==> config.mk <==
export PLATFORM = sky130hd
export DESIGN_NAME = wb_arbiter_flat
export DESIGN_NICKNAME = d
export VERILOG_FILES = /design/src/rtl/wb_arb_pkg.sv /design/src/rtl/wishbone.sv /design/src/rtl/wb_watchdog.sv /design/src/rtl/wb_arbiter.sv /design/src/flat_wrapper.sv
export SDC_FILE = /design/constraint.sdc
export NUM_CORES = 1
export LEC_CHECK = 0
export CAP_MARGIN = 30
export CORE_AREA = 2 2 123 125
export DETAILED_ROUTE_END_ITERATION = 16
export DIE_AREA = 0 0 125 127
export PLACE_DENSITY = 0.59
export SLEW_MARGIN = 30
export SYNTH_ARGS = -nofsm -noshare
export SYNTH_HDL_FRONTEND = slang
export SYNTH_SLANG_ARGS = --single-unit
==> constraint.sdc <==
create_clock -name clk -period 3.8 [get_ports clk]
set_clock_uncertainty 0.05 [all_clocks]
set_input_delay 0.57 -clock clk [delete_from_list [all_inputs] [get_ports clk]]
set_output_delay 0.57 -clock clk [all_outputs]
set_load 0.1 [all_outputs]
==> src/rtl/wb_arb_pkg.sv <==
// rtl/wb_arb_pkg.sv - shared types and constants for the two-master wishbone arbiter
package wb_arb_pkg;
  typedef enum logic [1:0] {IDLE, OWN0, OWN1} arb_state_t;
  typedef enum logic {M0, M1} master_t;
  localparam int WDOG_W = 16;
endpackage

==> src/rtl/wishbone.sv <==
// rtl/wishbone.sv - wishbone bus bundle with master and slave views
interface wishbone #(parameter int XLEN = 32) ();
  logic              cyc;
  logic              stb;
  logic              we;
  logic [XLEN/8-1:0] sel;
  logic [XLEN-1:0]   adr;
  logic [XLEN-1:0]   dat_mosi;
  logic [XLEN-1:0]   dat_miso;
  logic              ack;

  modport MASTER (output cyc, stb, we, sel, adr, dat_mosi, input dat_miso, ack);
  modport SLAVE  (input cyc, stb, we, sel, adr, dat_mosi, output dat_miso, ack);
endinterface

==> src/rtl/wb_watchdog.sv <==
// rtl/wb_watchdog.sv - stall counter that flags the cycle in which it would reach limit
module wb_watchdog
  import wb_arb_pkg::*;
(
  input  logic              clk,
  input  logic              rst,
  input  logic              clear,
  input  logic              count_en,
  input  logic [WDOG_W-1:0] limit,
  output logic              expire
);
  logic [WDOG_W-1:0] count_q, count_d;

  always_comb begin
    // Fires on the cycle whose closing edge would bring the count to limit.
    expire  = count_en && (count_q == (limit - WDOG_W'(1)));
    count_d = count_q;
    if (clear || expire) begin
      count_d = '0;
    end else if (count_en) begin
      count_d = count_q + WDOG_W'(1);
    end
  end

  always_ff @(posedge clk) begin
    if (rst) begin
      count_q <= '0;
    end else begin
      count_q <= count_d;
    end
  end
endmodule

==> src/rtl/wb_arbiter.sv <==
// rtl/wb_arbiter.sv - round-robin two-master to one-slave wishbone arbiter with watchdog
module wb_arbiter
  import wb_arb_pkg::*;
#(
  parameter int XLEN    = 32,
  parameter int TIMEOUT = 255
) (
  input  logic       clk,
  input  logic       rst,
  wishbone.SLAVE     m0,
  wishbone.SLAVE     m1,
  wishbone.MASTER    s,
  output logic [1:0] grant,
  output logic       timeout
);
  arb_state_t state_q, state_d;
  master_t    last_owner_q, last_owner_d;

  logic              owned;
  logic              own1;
  logic              own_cyc;
  logic              own_stb;
  logic              own_we;
  logic [XLEN/8-1:0] own_sel;
  logic [XLEN-1:0]   own_adr;
  logic [XLEN-1:0]   own_dat;
  logic              wd_clear;
  logic              wd_count_en;
  logic              wd_expire;

  wb_watchdog u_watchdog (
    .clk      (clk),
    .rst      (rst),
    .clear    (wd_clear),
    .count_en (wd_count_en),
    .limit    (WDOG_W'(TIMEOUT)),
    .expire   (wd_expire)
  );

  always_comb begin
    owned   = (state_q != IDLE);
    own1    = (state_q == OWN1);
    own_cyc = own1 ? m1.cyc      : m0.cyc;
    own_stb = own1 ? m1.stb      : m0.stb;
    own_we  = own1 ? m1.we       : m0.we;
    own_sel = own1 ? m1.sel      : m0.sel;
    own_adr = own1 ? m1.adr      : m0.adr;
    own_dat = own1 ? m1.dat_mosi : m0.dat_mosi;
  end

  always_comb begin
    state_d      = state_q;
    last_owner_d = last_owner_q;
    case (state_q)
      IDLE: begin
        if (m0.cyc && m1.cyc) begin
          state_d = (last_owner_q == M0) ? OWN1 : OWN0;
        end else if (m0.cyc) begin
          state_d = OWN0;
        end else if (m1.cyc) begin
          state_d = OWN1;
        end
      end
      OWN0: begin
        if (wd_expire) begin
          state_d      = IDLE;
          last_owner_d = M0;
        end else if (!m0.cyc) begin
          last_owner_d = M0;
          state_d      = m1.cyc ? OWN1 : IDLE;
        end
      end
      OWN1: begin
        if (wd_expire) begin
          state_d      = IDLE;
          last_owner_d = M1;
        end else if (!m1.cyc) begin
          last_owner_d = M1;
          state_d      = m0.cyc ? OWN0 : IDLE;
        end
      end
      default: state_d = IDLE;
    endcase
  end

  // s.ack only reaches the watchdog and the ack returns, never s.cyc/s.stb.
  assign wd_count_en = !rst && owned && own_cyc && own_stb && !s.ack;
  assign wd_clear    = (state_d != state_q) || s.ack;

  assign s.cyc      = !rst && owned && own_cyc;
  assign s.stb      = !rst && owned && own_cyc && own_stb;
  assign s.we       = own_we;
  assign s.sel      = own_sel;
  assign s.adr      = own_adr;
  assign s.dat_mosi = own_dat;

  assign m0.ack      = !rst && (state_q == OWN0) && s.ack && !wd_expire;
  assign m1.ack      = !rst && (state_q == OWN1) && s.ack && !wd_expire;
  assign m0.dat_miso = s.dat_miso;
  assign m1.dat_miso = s.dat_miso;

  assign grant   = rst ? 2'b00 : {state_q == OWN1, state_q == OWN0};
  assign timeout = !rst && wd_expire;

  always_ff @(posedge clk) begin
    if (rst) begin
      state_q      <= IDLE;
      last_owner_q <= M0;
    end else begin
      state_q      <= state_d;
      last_owner_q <= last_owner_d;
    end
  end
endmodule

==> src/flat_wrapper.sv <==
// flat-port wrapper written by rule: the top's interface ports become plain ports
module wb_arbiter_flat import wb_arb_pkg::*;
#(
  parameter int XLEN    = 32,
  parameter int TIMEOUT = 255
)
  (clk, rst, grant, timeout, m0_cyc, m0_stb, m0_we, m0_sel, m0_adr, m0_dat_mosi, m0_dat_miso, m0_ack, m1_cyc, m1_stb, m1_we, m1_sel, m1_adr, m1_dat_mosi, m1_dat_miso, m1_ack, s_cyc, s_stb, s_we, s_sel, s_adr, s_dat_mosi, s_dat_miso, s_ack);
  wishbone #(.XLEN(XLEN)) m0_i ();
  wishbone #(.XLEN(XLEN)) m1_i ();
  wishbone #(.XLEN(XLEN)) s_i ();
  input  logic clk;
  input  logic rst;
  output logic [1:0] grant;
  output logic timeout;
  input wire logic [$bits(m0_i.cyc)-1:0] m0_cyc;
  input wire logic [$bits(m0_i.stb)-1:0] m0_stb;
  input wire logic [$bits(m0_i.we)-1:0] m0_we;
  input wire logic [$bits(m0_i.sel)-1:0] m0_sel;
  input wire logic [$bits(m0_i.adr)-1:0] m0_adr;
  input wire logic [$bits(m0_i.dat_mosi)-1:0] m0_dat_mosi;
  output wire logic [$bits(m0_i.dat_miso)-1:0] m0_dat_miso;
  output wire logic [$bits(m0_i.ack)-1:0] m0_ack;
  input wire logic [$bits(m1_i.cyc)-1:0] m1_cyc;
  input wire logic [$bits(m1_i.stb)-1:0] m1_stb;
  input wire logic [$bits(m1_i.we)-1:0] m1_we;
  input wire logic [$bits(m1_i.sel)-1:0] m1_sel;
  input wire logic [$bits(m1_i.adr)-1:0] m1_adr;
  input wire logic [$bits(m1_i.dat_mosi)-1:0] m1_dat_mosi;
  output wire logic [$bits(m1_i.dat_miso)-1:0] m1_dat_miso;
  output wire logic [$bits(m1_i.ack)-1:0] m1_ack;
  output wire logic [$bits(s_i.cyc)-1:0] s_cyc;
  output wire logic [$bits(s_i.stb)-1:0] s_stb;
  output wire logic [$bits(s_i.we)-1:0] s_we;
  output wire logic [$bits(s_i.sel)-1:0] s_sel;
  output wire logic [$bits(s_i.adr)-1:0] s_adr;
  output wire logic [$bits(s_i.dat_mosi)-1:0] s_dat_mosi;
  input wire logic [$bits(s_i.dat_miso)-1:0] s_dat_miso;
  input wire logic [$bits(s_i.ack)-1:0] s_ack;
  assign m0_i.cyc = m0_cyc;
  assign m0_i.stb = m0_stb;
  assign m0_i.we = m0_we;
  assign m0_i.sel = m0_sel;
  assign m0_i.adr = m0_adr;
  assign m0_i.dat_mosi = m0_dat_mosi;
  assign m0_dat_miso = m0_i.dat_miso;
  assign m0_ack = m0_i.ack;
  assign m1_i.cyc = m1_cyc;
  assign m1_i.stb = m1_stb;
  assign m1_i.we = m1_we;
  assign m1_i.sel = m1_sel;
  assign m1_i.adr = m1_adr;
  assign m1_i.dat_mosi = m1_dat_mosi;
  assign m1_dat_miso = m1_i.dat_miso;
  assign m1_ack = m1_i.ack;
  assign s_cyc = s_i.cyc;
  assign s_stb = s_i.stb;
  assign s_we = s_i.we;
  assign s_sel = s_i.sel;
  assign s_adr = s_i.adr;
  assign s_dat_mosi = s_i.dat_mosi;
  assign s_i.dat_miso = s_dat_miso;
  assign s_i.ack = s_ack;
  wb_arbiter #(.XLEN(XLEN), .TIMEOUT(TIMEOUT)) u_core (.clk(clk), .rst(rst), .m0(m0_i), .m1(m1_i), .s(s_i), .grant(grant), .timeout(timeout));
endmodule
==> out/results.ini <==
[cts]
cts_num_sinks = 19
path_clk_slew_ns = 0.05
cts_setup_buffers = 0
cts_buffers = 3
insertion_delay_ns = 0.26
clock_path_buffers = 2
cts_resized = 0
root_buffer = clkbuf_16
cts_htree_levels = 1
cts_tree = done
cts_hold_buf = 0

[synthesis]
synth_seq_cells = 19
synth.distinct_cells = 46
async_flop_share = 0
synth_area_um2 = 2480
yosys_warnings = 0
synth_edf_count = 0
synth_ff_type = dfxtp_1
yosysSeqAreaShare = 0.153
synth_cells = 426
synth_nets = 605
avgSynthCellArea_um2 = 5.83

[critical_path]
cp-start-kind = input port
crit_arrival_ns = 2.25
rr_worst_depth = 6
crit_required_ns = 3.18
cp-end-kind = output port
cp_max_fo = 11
critPathKind = input port to output port

[timing]
rsz0062_at_grt = no
period_needed_ns = 2.87
min_period_over_period = 0.756
drv_slew = 0
setup_slack_ns = 0.927
tightest_slew_ns = 0.471
setup_tns_ns = 0
finalSetupViolCount = 0
fmax_ghz = 0.348
max_slew_margin = 0.686
report.final.hold_viol_count = 0

[drt]
routed_wl_um = 11800
dr.pass1.iters = 4
wl_per_cell_um = 15.7
via_per_inst = 4.06
routed-via-count = 3059
drtIter0Drc = 84
drc = 0
ant_nets = 0

[placed_design]
dpl.cell_count = 750
place_congestion = 0.831
pre_cts_ws_ns = 0.915
dpl.hpwl_um = 9710
io_buffers = 220

[final_layout]
fill_cells = 1604
final_nets = 750
drive_gt1_frac = 0.165
synthToLayoutAreaGrowth_pct = 72.3
antenna_cells = 0
multi_input_area_um2 = 1530
mostFrequentLayoutCells = nand2_1 (216), clkdlybuf4s50_1 (144), buf_4 (78), nor2_1 (19), dfxtp_1 (19)
layout_commonest_cell = nand2_1
regArea_um2 = 380
final_util = 0.297
finalNonFillerCells = 754

[floorplanning]
die_area_um2 = 15900
start_util = 0.172
chipWidth_um = 125
core-area_um2 = 14400
pin_count = 317
die_h_um = 127
rows = 44

[run_status]
status = complete, no violations

[pwr]
power_leakage_nw = 1.93
powerDensity_nw_per_um2 = 318
ir_drop_mv = 0.150

[min_path]
hold_class = flop to flop
worstHoldPathCells = 2

[run]
maxCapViolCount = 0

[global_routing]
antenna_found_initial = 0
grt-ovfl-total = 0
grt_max_degree = 49
grt_pass1_wl_um = 17300
grt_pass1_vias = 3008
grt.total_usage = 0.137

==> area by class of cell <==
class                      count  share of cell area
inverter                       5             0.00438
tap                          184              0.0538
multi-input combinational    319               0.356
clock buffer                   4              0.0184
sequential                    19              0.0889
timing repair buffer         223               0.478
==> registers in the layout, summed over array words and instances (netlist names) <==
register and cells:
u_core.state_q 2, u_core.u_watchdog.count_q 16, u_core.last_owner_q 1
==> per-stage QoR <==
stage	total power, mW	hold slack [ns]	cell area (µm²)
after floorplan	1.16	0.399	2480
after global placement	1.15	0.421	4200
after detailed placement	1.15	0.433	4200
after CTS	1.37	0.440	4280
after global routing	1.41	0.461	4280
final	1.36	0.437	4280
==> power by group <==
group / internal [mW] / switching (mW) / total, mW
clock: 0.143 / 0.0781 / 0.221
combinational: 0.261 / 0.676 / 0.937
sequential: 0.201 / 0.00332 / 0.204
==> cell usage after synthesis (3+ instances only) <==
| cell | count | area share |
|---|---|---|
| buf_4 | 65 | 0.20 |
| dfxtp_1 | 19 | 0.15 |
| nor2_1 | 19 | 0.029 |
| xnor2_1 | 8 | 0.028 |
| nand3_1 | 8 | 0.016 |
| nand4_1 | 4 | 0.010 |
| o21ai_0 | 5 | 0.010 |
| or3_1 | 3 | 0.0076 |
| a21oi_1 | 7 | 0.014 |
| nor4_1 | 8 | 0.020 |
| clkbuf_1 | 16 | 0.024 |
| and4_1 | 3 | 0.011 |
| nand2_1 | 216 | 0.33 |
| nor2b_1 | 3 | 0.0076 |
| inv_1 | 4 | 0.0060 |
==> cell families after synthesis <==
family / synth area share
compound gates: 0.0639
xor+xnor: 0.0282
fa+ha+maj: 0.0101
buf+inv: 0.235
flops: 0.153
mux: 0.0176
simple gates: 0.492
==> final timing paths <==
check | from | endpoint | slack (ns)
worst max-delay path | m1_cyc | timeout | 0.93
worst min-delay path | u_core.u_watchdog.count_q[7]$_SDFFE_PP0P_ | u_core.u_watchdog.count_q[7]$_SDFFE_PP0P_ | 0.44
worst max register to register | u_core.state_q[1]$_SDFF_PP0_ | u_core.u_watchdog.count_q[7]$_SDFFE_PP0P_ | 1.73
worst min register to register | u_core.u_watchdog.count_q[7]$_SDFFE_PP0P_ | u_core.u_watchdog.count_q[7]$_SDFFE_PP0P_ | 0.44
==> critical path, cell delays in order <==
cell	delay, ns
clkdlybuf4s50_1	0.54
nand3b_1	0.13
a21o_1	0.33
inv_2	0.15
nand4_4	0.15
inv_1	0.09
buf_4	0.29
==> metal layers <==
metal	vias up	share of wire	GRT usage	routed length [µm]
li1	1578	-	-	-
met1	1285	0.43	0.178	5080
met2	186	0.44	0.212	5180
met3	10	0.12	0.0687	1450
met4	0	0.0086	0.0170	102
met5	-	0	0	0
Note: power is estimated with default switching activity, not from simulation.
